**src/rtl/axi_write_arbiter.sv**
```systemverilog
// Round-robin write-path arbiter for the 4-master AXI interconnect.
// Optional watchdog abort: define AXI_WR_ARB_TIMEOUT_EN.
module axi_write_arbiter #(
  parameter int NUM_MASTERS    = 4,
  parameter int TIMEOUT_CYCLES = 1024
) (
  input  logic       clk,
  input  logic       rstn,
  input  logic       s0_AWVALID,
  input  logic       s1_AWVALID,
  input  logic       s2_AWVALID,
  input  logic       s3_AWVALID,
  input  logic       s2m_AWVALID,
  input  logic       s2m_AWREADY,
  input  logic       s2m_WVALID,
  input  logic       s2m_WREADY,
  input  logic       s2m_WLAST,
  input  logic       s2m_BVALID,
  input  logic       s2m_BREADY,
  output logic       s0_wgrnt,
  output logic       s1_wgrnt,
  output logic       s2_wgrnt,
  output logic       s3_wgrnt,
  output logic       wr_busy,
  output logic       wr_timeout,
  output logic [1:0] wr_timeout_id
);

  typedef enum logic [1:0] {
    IDLE      = 2'd0,
    ADDR_DATA = 2'd1,
    RESP      = 2'd2
  } state_t;

  state_t state, state_nxt;

  logic [NUM_MASTERS-1:0] req;
  logic [3:0] grnt, grnt_nxt;
  logic [1:0] last_grant, last_nxt, pick;
  logic       found;
  logic       aw_done, w_done, aw_nxt, w_nxt;
  logic       busy_q;
  logic       aw_hs, wl_hs, b_hs;
  logic       abort;

  assign req   = {s3_AWVALID, s2_AWVALID, s1_AWVALID, s0_AWVALID};
  assign aw_hs = s2m_AWVALID & s2m_AWREADY;
  assign wl_hs = s2m_WVALID & s2m_WREADY & s2m_WLAST;
  assign b_hs  = s2m_BVALID & s2m_BREADY;

  // Rotating search starting just after the previous owner.
  always_comb begin
    pick  = last_grant;
    found = 1'b0;
    for (int i = 1; i <= 4; i++) begin
      if (!found && req[last_grant + 2'(i)]) begin
        found = 1'b1;
        pick  = last_grant + 2'(i);
      end
    end
  end

  // Next state, next grant and phase-completion flags.
  always_comb begin
    state_nxt = state;
    grnt_nxt  = grnt;
    last_nxt  = last_grant;
    aw_nxt    = aw_done;
    w_nxt     = w_done;
    unique case (state)
      IDLE: begin
        if (found) begin
          state_nxt = ADDR_DATA;
          grnt_nxt  = 4'b0001 << pick;
          last_nxt  = pick;
          aw_nxt    = 1'b0;
          w_nxt     = 1'b0;
        end
      end
      ADDR_DATA: begin
        aw_nxt = aw_done | aw_hs;
        w_nxt  = w_done | wl_hs;
        if (aw_nxt && w_nxt) begin
          state_nxt = RESP;
          aw_nxt    = 1'b0;
          w_nxt     = 1'b0;
        end
      end
      RESP: begin
        if (b_hs) begin
          state_nxt = IDLE;
          grnt_nxt  = '0;
        end
      end
      default: begin
        state_nxt = IDLE;
        grnt_nxt  = '0;
      end
    endcase
    if (abort) begin
      state_nxt = IDLE;
      grnt_nxt  = '0;
      aw_nxt    = 1'b0;
      w_nxt     = 1'b0;
    end
  end

  // Arbiter state registers.
  always_ff @(posedge clk) begin
    if (!rstn) begin
      state      <= IDLE;
      grnt       <= '0;
      last_grant <= 2'd3;
      aw_done    <= 1'b0;
      w_done     <= 1'b0;
      busy_q     <= 1'b0;
    end else begin
      state      <= state_nxt;
      grnt       <= grnt_nxt;
      last_grant <= last_nxt;
      aw_done    <= aw_nxt;
      w_done     <= w_nxt;
      busy_q     <= (state_nxt != IDLE);
    end
  end

`ifdef AXI_WR_ARB_TIMEOUT_EN
  logic [15:0] wd_cnt;
  logic        any_hs;
  logic        to_q;
  logic [1:0]  to_id_q;

  assign any_hs = aw_hs | (s2m_WVALID & s2m_WREADY) | b_hs;
  assign abort  = (state != IDLE) && !any_hs &&
                  (wd_cnt == 16'(TIMEOUT_CYCLES - 1));

  // Watchdog: restarts on any handshake, idles at zero.
  always_ff @(posedge clk) begin
    if (!rstn) begin
      wd_cnt <= '0;
    end else if (state == IDLE || any_hs || abort) begin
      wd_cnt <= '0;
    end else begin
      wd_cnt <= wd_cnt + 16'd1;
    end
  end

  // Abort pulse and sticky id of the aborted owner.
  always_ff @(posedge clk) begin
    if (!rstn) begin
      to_q    <= 1'b0;
      to_id_q <= 2'd0;
    end else begin
      to_q <= abort;
      if (abort) to_id_q <= last_grant;
    end
  end

  assign wr_timeout    = to_q;
  assign wr_timeout_id = to_id_q;
`else
  localparam int unused_timeout_cycles = TIMEOUT_CYCLES;

  assign abort         = 1'b0;
  assign wr_timeout    = 1'b0;
  assign wr_timeout_id = 2'd0;
`endif

  assign s0_wgrnt = grnt[0];
  assign s1_wgrnt = grnt[1];
  assign s2_wgrnt = grnt[2];
  assign s3_wgrnt = grnt[3];
  assign wr_busy  = busy_q;

endmodule
```
**config.mk**
```make
export PLATFORM = sky130hd
export DESIGN_NAME = axi_write_arbiter
export DESIGN_NICKNAME = d
export VERILOG_FILES = /design/src/rtl/axi_write_arbiter.sv
export SDC_FILE = /design/constraint.sdc
export NUM_CORES = 1
export LEC_CHECK = 0
export BUFFER_PORTS_ARGS = -buffer_cell sky130_fd_sc_hd__buf_2
export CAP_MARGIN = 10
export CORE_AREA = 2 2 39 41
export CTS_CLUSTER_DIAMETER = 200
export DETAILED_ROUTE_END_ITERATION = 7
export DIE_AREA = 0 0 41 43
export GPL_TIMING_DRIVEN = 0
export HOLD_SLACK_MARGIN = 0.12
export PLACE_DENSITY = 0.71
export SLEW_MARGIN = 15
export SYNTH_ARGS = -nofsm -noshare
export SYNTH_HDL_FRONTEND = slang
export SYNTH_SLANG_ARGS = --single-unit
```
**constraint.sdc**
```tcl
create_clock -name clk -period 2.9 [get_ports clk]
set_input_delay 0.145 -clock clk [delete_from_list [all_inputs] [get_ports clk]]
set_output_delay 0.145 -clock clk [all_outputs]
set_load 0.02 [all_outputs]
```
==> results of run 1 <==
-- kinds of logic after synthesis --
logic type	Yosys count
and+or+nand+nor	23
DFF	11
buffers and inverters	11
AOI/OAI and AO/OA	24
other	1
-- metal layers --
layer	routed length [um]	vias to the layer above	track usage, %
met5	0	-	0
met4	24	0	10.0
met3	67	4	3.14
met2	488	12	21.9
met1	497	235	19.7
li1	-	292	-
-- synthesized netlist by cell type --
master      n
o21ai_1     1
nor2_1      3
o21ai_2     1
a21oi_2     1
dfxtp_1    11
o21a_1      1
a2bb2oi_1   1
conb_1      1
a22o_1      1
a21o_1      1
nand3_1     4
a31oi_1     1
o21ai_0     2
a22oi_1     1
inv_1       7
nor4_1      1
a21oi_1     5
a211oi_2    1
or4_4       1
buf_4       3
nand3b_1    1
nor2b_1     4
a21boi_1    1
a211o_1     1
o211ai_1    1
nor3_1      2
o32ai_1     4
nand2_1     5
clkbuf_2    1
nand2b_1    2
-- area by class of cell --
| class | instances | area, sq um |
|---|---|---|
| fillers | 145 | 673 |
| flip-flops and latches | 11 | 220 |
| clock inverters | 1 | 5.00 |
| inverters | 7 | 26.3 |
| well taps | 16 | 20.0 |
| repair buffers | 16 | 80.1 |
| clock buffers | 3 | 22.5 |
| multi-input cells | 50 | 309 |
| plain buffers | 4 | 27.5 |
-- worst paths after layout --
| path | startpoint | end | slack (ps) | cells past startpoint |
|---|---|---|---|---|
| setup / recovery | last_grant[0]$_SDFFE_PN1P_ | grnt[2]$_SDFFE_PN0P_ | 1540 | 4 |
| hold / removal | rstn | last_grant[0]$_SDFFE_PN1P_ | 140 | 2 |
| setup reg to reg | last_grant[0]$_SDFFE_PN1P_ | grnt[2]$_SDFFE_PN0P_ | 1540 | 4 |
| hold reg to reg | grnt[3]$_SDFFE_PN0P_ | grnt[3]$_SDFFE_PN0P_ | 460 | 2 |
-- critical path, stage by stage, from the launching register on --
cell and delay (ps):
dfxtp_1 390, nor2b_1 80, a211o_1 290, a22o_1 210
o32ai_1 280
-- report_power, final --
group          switching, mW  total, mW  leakage [nW]  internal (mW)
sequential           0.00834      0.170        0.0905          0.162
clock                 0.0545      0.106        0.0177         0.0512
combinational         0.0444     0.0790         0.207         0.0347
total                  0.107      0.355         0.315          0.248
-- registers in the layout, indices dropped and copies added, names as in the netlist --
register and flops:
aw_done 1, grnt 4, last_grant 2, state 2, w_done 1, wr_busy 1
==> results.py, run 1 <==
metrics = {
    "sta": {
        "holdWs_ps": 136,
        "setup_ws_ps": 1540,
        "fmax_ghz": 0.735,
        "fin_setup_tns_ps": 0,
        "min_period_ps": 1360,
        "timing.final.crit_share_pct": 46.9,
        "skew_ps": 10.2,
        "rsz0062_at_grt": "no",
        "hold_violations": 0,
        "finalSetupViolations": 0,
        "drv_slew": 0,
    },
    "clocking": {
        "clk_path_buf_depth": 2,
        "cts_resized": 0,
        "tritoncts": "built",
        "clock-sinks": 11,
        "cts_buffers": 3,
        "post_cts_buffers": 0,
        "clk_latency_ps": 280,
        "holdBufCountCts": 0,
        "cts_root_buf": "clkbuf_4",
        "path_clk_slew_ps": 80,
        "htreeDepth": 1,
    },
    "floorplanning": {
        "fp.coreArea_sq_mm": 0.00138,
        "die_y_um": 43,
        "die_area_sq_mm": 0.00176,
        "start_util_pct": 41.6,
        "die_width_um": 41,
        "placementRows": 14,
        "ios": 21,
    },
    "critical_path": {
        "cp.required_ps": 3070,
        "start_kind": "register",
        "cp-end-kind": "register",
        "crit_type": "register to register",
        "crit_fanout": 5,
        "arrival_ps": 1540,
    },
    "pwr": {
        "p_per_area_mw_per_mm2": 499,
        "p_leak_nw": 0.315,
        "peakVddDrop_mv": 0.234,
        "p_total_uw": 355,
    },
    "drt": {
        "viasPerCell": 5.03,
        "drt-initial-drc-count": 4,
        "drc": 0,
        "ant_nets": 0,
        "wl_per_cell_um": 9.98,
        "vias": 543,
        "dr.pass1.iters": 4,
        "finalWirelength_um": 1080,
    },
    "final_layout": {
        "layout_common_cells": "16 x buf_2, 11 x dfxtp_1, 7 x inv_1",
        "final_common_cell": "buf_2",
        "synthToLayoutAreaGrowth_pct": 23.5,
        "drive_gt1_share_pct": 30.4,
        "post-route-util_pct": 51.4,
        "layout.cells.non_filler": 108,
        "n_antenna_cell": 0,
        "nets": 106,
        "fin_area_sq_um": 711,
    },
    "yosys": {
        "synthXorXnorAreaFrac_pct": 0,
        "synth_area_leaders": "dfxtp_1 38%, o32ai_1 6.1%, inv_1 4.6%, a21oi_1 4.3%, nor2b_1 4.3%",
        "ys_warn_count": 0,
        "synth.distinct_cells": 30,
        "synthMuxAreaShare_pct": 0,
        "synth_top_family_by_area": "compound AO/OA/AOI/OAI gates",
        "syn_area_sq_um": 576,
        "yosysTopAreaCell": "dfxtp_1",
        "synth_top_cell_area_share_pct": 38.3,
        "synth-seq-area-share_pct": 38.3,
        "syn_avg_cell_area_sq_um": 8.22,
        "yosys.area_share.simple_pct": 21.3,
        "ys_ff_latch": 11,
        "synth_compound_area_share_pct": 30.4,
        "synth_cells": 70,
        "synth-adder-area-share_pct": 0,
    },
    "global_route": {
        "grt_util_all_layers_pct": 15.3,
        "antenna_found_initial": 0,
        "grt_pass1_wl_um": 1840,
        "grt_pass1_vias": 462,
        "grt_max_degree": 10,
        "grt_overflow": 0,
    },
    "placed_design": {
        "post-place-ws_ps": 1560,
        "dpl.hpwl_um": 845,
        "place_inst": 104,
        "place.gp.congestion": 0.788,
        "port_buffers": 16,
        "place_area_sq_um": 683,
    },
    "run": {
        "cap_violations": 0,
    },
    "outcome": {
        "status": "finished, final reports clean",
    },
    "min_path": {
        "hp-class": "input pin to register",
    },
}
Power figures use the tool's default switching activity.
==> inputs of run 2 (changes only) <==
clock period = 1.36 ns   (was 2.9 ns; I/O delays follow)
==> results.py, run 2 (synthesis gave the netlist of run 1 again) <==
metrics = {
    "outcome": {
        "status": "finished, final reports clean",
    },
    "floorplanning": {
        "start_util_pct": 41.6,
        "ios": 21,
        "die_area_sq_mm": 0.00176,
        "die_y_um": 43,
        "placementRows": 14,
        "die_width_um": 41,
        "fp.coreArea_sq_mm": 0.00138,
    },
    "global_route": {
        "antenna_found_initial": 0,
        "grt_pass1_vias": 470,
        "grt_max_degree": 10,
        "grt_pass1_wl_um": 1850,
        "grt_overflow": 0,
        "grt_util_all_layers_pct": 15.4,
    },
    "final_layout": {
        "synthToLayoutAreaGrowth_pct": 28.5,
        "largest-register": "grnt",
        "layout.cells.non_filler": 109,
        "n_antenna_cell": 0,
        "reg_top3": "grnt: 4 flops, last_grant: 2 flops, state: 2 flops",
        "layout_common_cells": "16 x buf_2, 10 x dfxtp_1, 7 x inv_1",
        "fin_area_sq_um": 739,
        "nets": 107,
        "fillers": 138,
        "largest_reg_flops": 4,
        "post-route-util_pct": 53.4,
        "final_common_cell": "buf_2",
        "drive_gt1_share_pct": 33.3,
    },
    "sta": {
        "drv_slew": 0,
        "holdWs_ps": 151,
        "rsz0062_at_grt": "yes",
        "min_period_ps": 1290,
        "fin_setup_tns_ps": 0,
        "skew_ps": 7.07,
        "timing.final.crit_share_pct": 95.1,
        "setup_ws_ps": 67.3,
        "hold_violations": 0,
        "fmax_ghz": 0.774,
        "finalSetupViolations": 0,
    },
    "drt": {
        "viasPerCell": 5.01,
        "vias": 546,
        "drt-initial-drc-count": 3,
        "wl_per_cell_um": 10.1,
        "drc": 0,
        "ant_nets": 0,
        "dr.pass1.iters": 4,
        "finalWirelength_um": 1110,
    },
    "clocking": {
        "htreeDepth": 1,
        "clock-sinks": 11,
        "path_clk_slew_ps": 70,
        "cts_root_buf": "clkbuf_4",
        "tritoncts": "built",
        "post_cts_buffers": 0,
        "clk_path_buf_depth": 2,
        "clk_latency_ps": 280,
        "cts_buffers": 3,
    },
    "critical_path": {
        "critPathTopFamily": "compound AO/OA/AOI/OAI gates",
        "slowest_delay_ps": 370,
        "arrival_ps": 1480,
        "cp-end-kind": "register",
        "path_buf_inv": 0,
        "cp_cell_sequence": "nor2b_1 > a211o_1 > a22o_1 > o32ai_2",
        "cp.required_ps": 1550,
        "cpMaxStageDelayCell": "dfxtp_4",
        "start_kind": "register",
        "crit_fanout": 5,
        "crit_type": "register to register",
    },
    "placed_design": {
        "port_buffers": 16,
        "place_area_sq_um": 683,
        "place_inst": 104,
        "place.gp.congestion": 0.788,
        "dpl.hpwl_um": 845,
        "post-place-ws_ps": 15.9,
    },
    "pwr": {
        "p_total_uw": 770,
        "p_per_area_mw_per_mm2": 1040,
        "p_leak_nw": 0.323,
        "peakVddDrop_mv": 0.550,
    },
    "min_path": {
        "hp-class": "input pin to register",
    },
    "run": {
        "cap_violations": 0,
    },
}
-- run 2: cell types whose count changed in the layout (fill, tap and decap cells not counted), sizes merged --
cell / change
dlygate4sd3: +1
-- run 2: worst min-delay path, delay by kind of cell --
kind	cells	cell delay, ps
buf+inv	1	80
simple gates	1	80
compound gates	2	160
-- run 2: layout make-up --
type / count / area [sq um] / share of cell area (%)
Tap cell: 16 / 20.0 / 2.71
Multi-Input combinational cell: 50 / 324 / 43.8
Buffer: 4 / 27.5 / 3.72
Clock buffer: 3 / 22.5 / 3.05
Sequential cell: 11 / 224 / 30.3
Clock inverter: 1 / 5.00 / 0.677
Timing Repair Buffer: 17 / 90.1 / 12.2
Inverter: 7 / 26.3 / 3.55
-- run 2: worst paths after layout --
path | cells after the start | start | slack [ps] | to
max | 4 | last_grant[0]$_SDFFE_PN1P_ | 70 | grnt[2]$_SDFFE_PN0P_
max reg2reg | 4 | last_grant[0]$_SDFFE_PN1P_ | 70 | grnt[2]$_SDFFE_PN0P_
min | 4 | s2m_WREADY | 150 | aw_done$_SDFFE_PN0P_
min reg2reg | 2 | aw_done$_SDFFE_PN0P_ | 460 | aw_done$_SDFFE_PN0P_
-- run 2: where the power goes --
group	internal, mW	switching (mW)
logic	0.0792	0.101
clock network	0.109	0.117
registers	0.346	0.0181
total	0.534	0.236
-- run 2: what timing repair did --
action / in CTS / in global routing
setup endpoints to repair: 2 / 2
pin swaps: 0 / 0
gates cloned: 0 / 0
hold endpoints to repair: 4 / 0
hold buffers: 1 / 0
resized for setup: 1 / 3
-- run 2: layer usage --
metal	share of wire [%]	track usage [%]	vias to the layer above
met5	0	0	-
met4	2.1	10.0	0
met3	5.3	3.14	3
met2	46	22.5	13
met1	46	19.4	237
li1	-	-	293
==> inputs of run 3 (changes only) <==
CORE_AREA = not set   (was 2 2 39 41)
CORE_MARGIN = 2   (was not set)
CORE_UTILIZATION = 40   (was not set)
DIE_AREA = not set   (was 0 0 41 43)
PLACE_DENSITY = 0.67   (was 0.71)
==> results.py, run 3 (synthesis gave the netlist of run 1 again) <==
metrics = {
    "outcome": {
        "status": "finished, final reports clean",
    },
    "clocking": {
        "path_clk_slew_ps": 70,
        "tritoncts": "built",
        "cts_buffers": 3,
        "clk_path_buf_depth": 2,
        "clk_latency_ps": 260,
        "cts_root_buf": "clkbuf_4",
        "htreeDepth": 1,
        "post_cts_buffers": 0,
        "clock-sinks": 11,
    },
    "critical_path": {
        "reg2reg_slack_ps": 50,
        "crit_fanout": 5,
        "rr_endpoint": "grnt[0]$_SDFFE_PN0P_",
        "cp-end-kind": "register",
        "r2r_start": "last_grant[0]$_SDFFE_PN1P_",
        "start_kind": "register",
        "critical_path.endpoint": "grnt[0]$_SDFFE_PN0P_",
        "cp.required_ps": 1530,
        "crit_type": "register to register",
        "arrival_ps": 1480,
        "r2r_cells": 4,
        "crit_start": "last_grant[0]$_SDFFE_PN1P_",
    },
    "drt": {
        "ant_nets": 0,
        "finalWirelength_um": 1170,
        "dr.pass1.iters": 4,
        "vias": 554,
        "wl_per_cell_um": 10.8,
        "drt-initial-drc-count": 11,
        "viasPerCell": 5.13,
        "drc": 0,
    },
    "final_layout": {
        "synthToLayoutAreaGrowth_pct": 25.0,
        "largest_reg_flops": 4,
        "post-route-util_pct": 54.6,
        "n_antenna_cell": 0,
        "reg_top3": "grnt: 4 flops, last_grant: 2 flops, state: 2 flops",
        "largest-register": "grnt",
        "layout.cells.non_filler": 108,
        "drive_gt1_share_pct": 30.1,
        "layout_common_cells": "16 x buf_2, 10 x dfxtp_1, 7 x inv_1",
        "nets": 107,
        "final_common_cell": "buf_2",
    },
    "sta": {
        "finalSetupViolations": 0,
        "fmax_ghz": 0.761,
        "skew_ps": 2.23,
        "timing.final.crit_share_pct": 96.6,
        "min_period_ps": 1310,
        "drv_slew": 0,
        "rsz0062_at_grt": "yes",
        "hold_violations": 0,
    },
    "global_route": {
        "grt_overflow": 0,
        "grt_pass1_wl_um": 1920,
        "grt_pass1_vias": 489,
        "antenna_found_initial": 0,
        "grt_util_all_layers_pct": 14.0,
        "grt_max_degree": 10,
    },
    "placed_design": {
        "dpl.hpwl_um": 933,
        "place.gp.congestion": 0.739,
        "place_inst": 103,
        "port_buffers": 16,
    },
    "min_path": {
        "min_delay_path_depth": 4,
        "hp-class": "input pin to register",
    },
    "run": {
        "cap_violations": 0,
    },
    "floorplanning": {
        "placementRows": 13,
        "die_y_um": 41.9,
        "die_width_um": 41.9,
        "die_area_sq_mm": 0.00176,
        "ios": 21,
        "start_util_pct": 43.7,
        "fp.coreArea_sq_mm": 0.00132,
    },
    "pwr": {
        "p_leak_nw": 0.316,
        "power.internal_uw": 535,
        "clkPwrFrac_pct": 28.7,
        "sw_frac_of_total_pct": 28.9,
        "power.switching_uw": 217,
        "p_per_area_mw_per_mm2": 1050,
        "p_seq_share_pct": 48.3,
        "peakVddDrop_mv": 0.547,
        "power_frac_comb_pct": 23.0,
    },
}
run 3: cell count changes in the layout (fill, tap and decap cells not counted):
cell | previous run | this run
dfxtp_2 | 0 | 1
clkinv_2 | 1 | 0
o32ai_2 | 2 | 0
o32ai_1 | 2 | 4
clkbuf_1 | 0 | 1
dfxtp_4 | 1 | 0
run 3: layout make-up:
cell class                 instances  area [sq um]
multi-input combinational         50           309
timing repair buffer              17          90.1
tap                               15          18.8
buffer                             4          27.5
clock buffer                       4          26.3
fill                             134           598
sequential                        11           221
inverter                           7          26.3
run 3: metrics by stage:
stage                     TNS (ps)  power (mW)  hold slack [ps]  cell area, sq um  setup WS [ps]
after global placement           0       0.538              351               682           37.4
after floorplan                  0       0.488              306               583            155
after detailed placement         0       0.540              352               682           8.87
final                            0       0.753              173               719           46.2
after global routing         -42.0       0.800              172               719          -26.4
after CTS                        0       0.767              166               719           43.8
run 3: metal layers:
| metal | vias up | global-route usage [%] | routed length [um] |
|---|---|---|---|
| li1 | 297 | - | - |
| met1 | 243 | 17.2 | 548 |
| met2 | 10 | 22.5 | 555 |
| met3 | 4 | 1.74 | 39 |
| met4 | 0 | 9.68 | 26 |
| met5 | - | 0 | 0 |
run 3: worst min path at each step:
stage                     from                          to  slack, ps
floorplan                 rstn  last_grant[0]$_SDFFE_PN1P_        310
global placement          rstn  last_grant[0]$_SDFFE_PN1P_        350
detailed placement        rstn  last_grant[0]$_SDFFE_PN1P_        350
CTS                 s2m_BREADY          wr_busy$_SDFF_PN0_        170
global route        s2m_BREADY          wr_busy$_SDFF_PN0_        170
finish              s2m_BREADY         state[1]$_SDFF_PN0_        170
run 3: power by group through the flow:
stage / Combinational (mW) / Sequential, mW / Clock (mW)
6_report: 0.173 / 0.364 / 0.216
5_1_grt: 0.189 / 0.367 / 0.244
3_3_place_gp: 0.168 / 0.369 / 0
4_1_cts: 0.173 / 0.364 / 0.230
3_5_place_dp: 0.170 / 0.370 / 0
2_1_floorplan: 0.105 / 0.383 / 0
run 3: timing repair:
item	4_1_cts	5_1_grt
endpoints found under the setup margin	2	2
cloned	0	0
hold endpoints to repair	3	0
hold buffers	1	0
gates resized for setup	1	0
run 3: critical path: stages (launching register included):
cell and delay, ps:
dfxtp_2 360, nor2b_1 60, a211o_1 300, a22o_1 210
o32ai_1 280
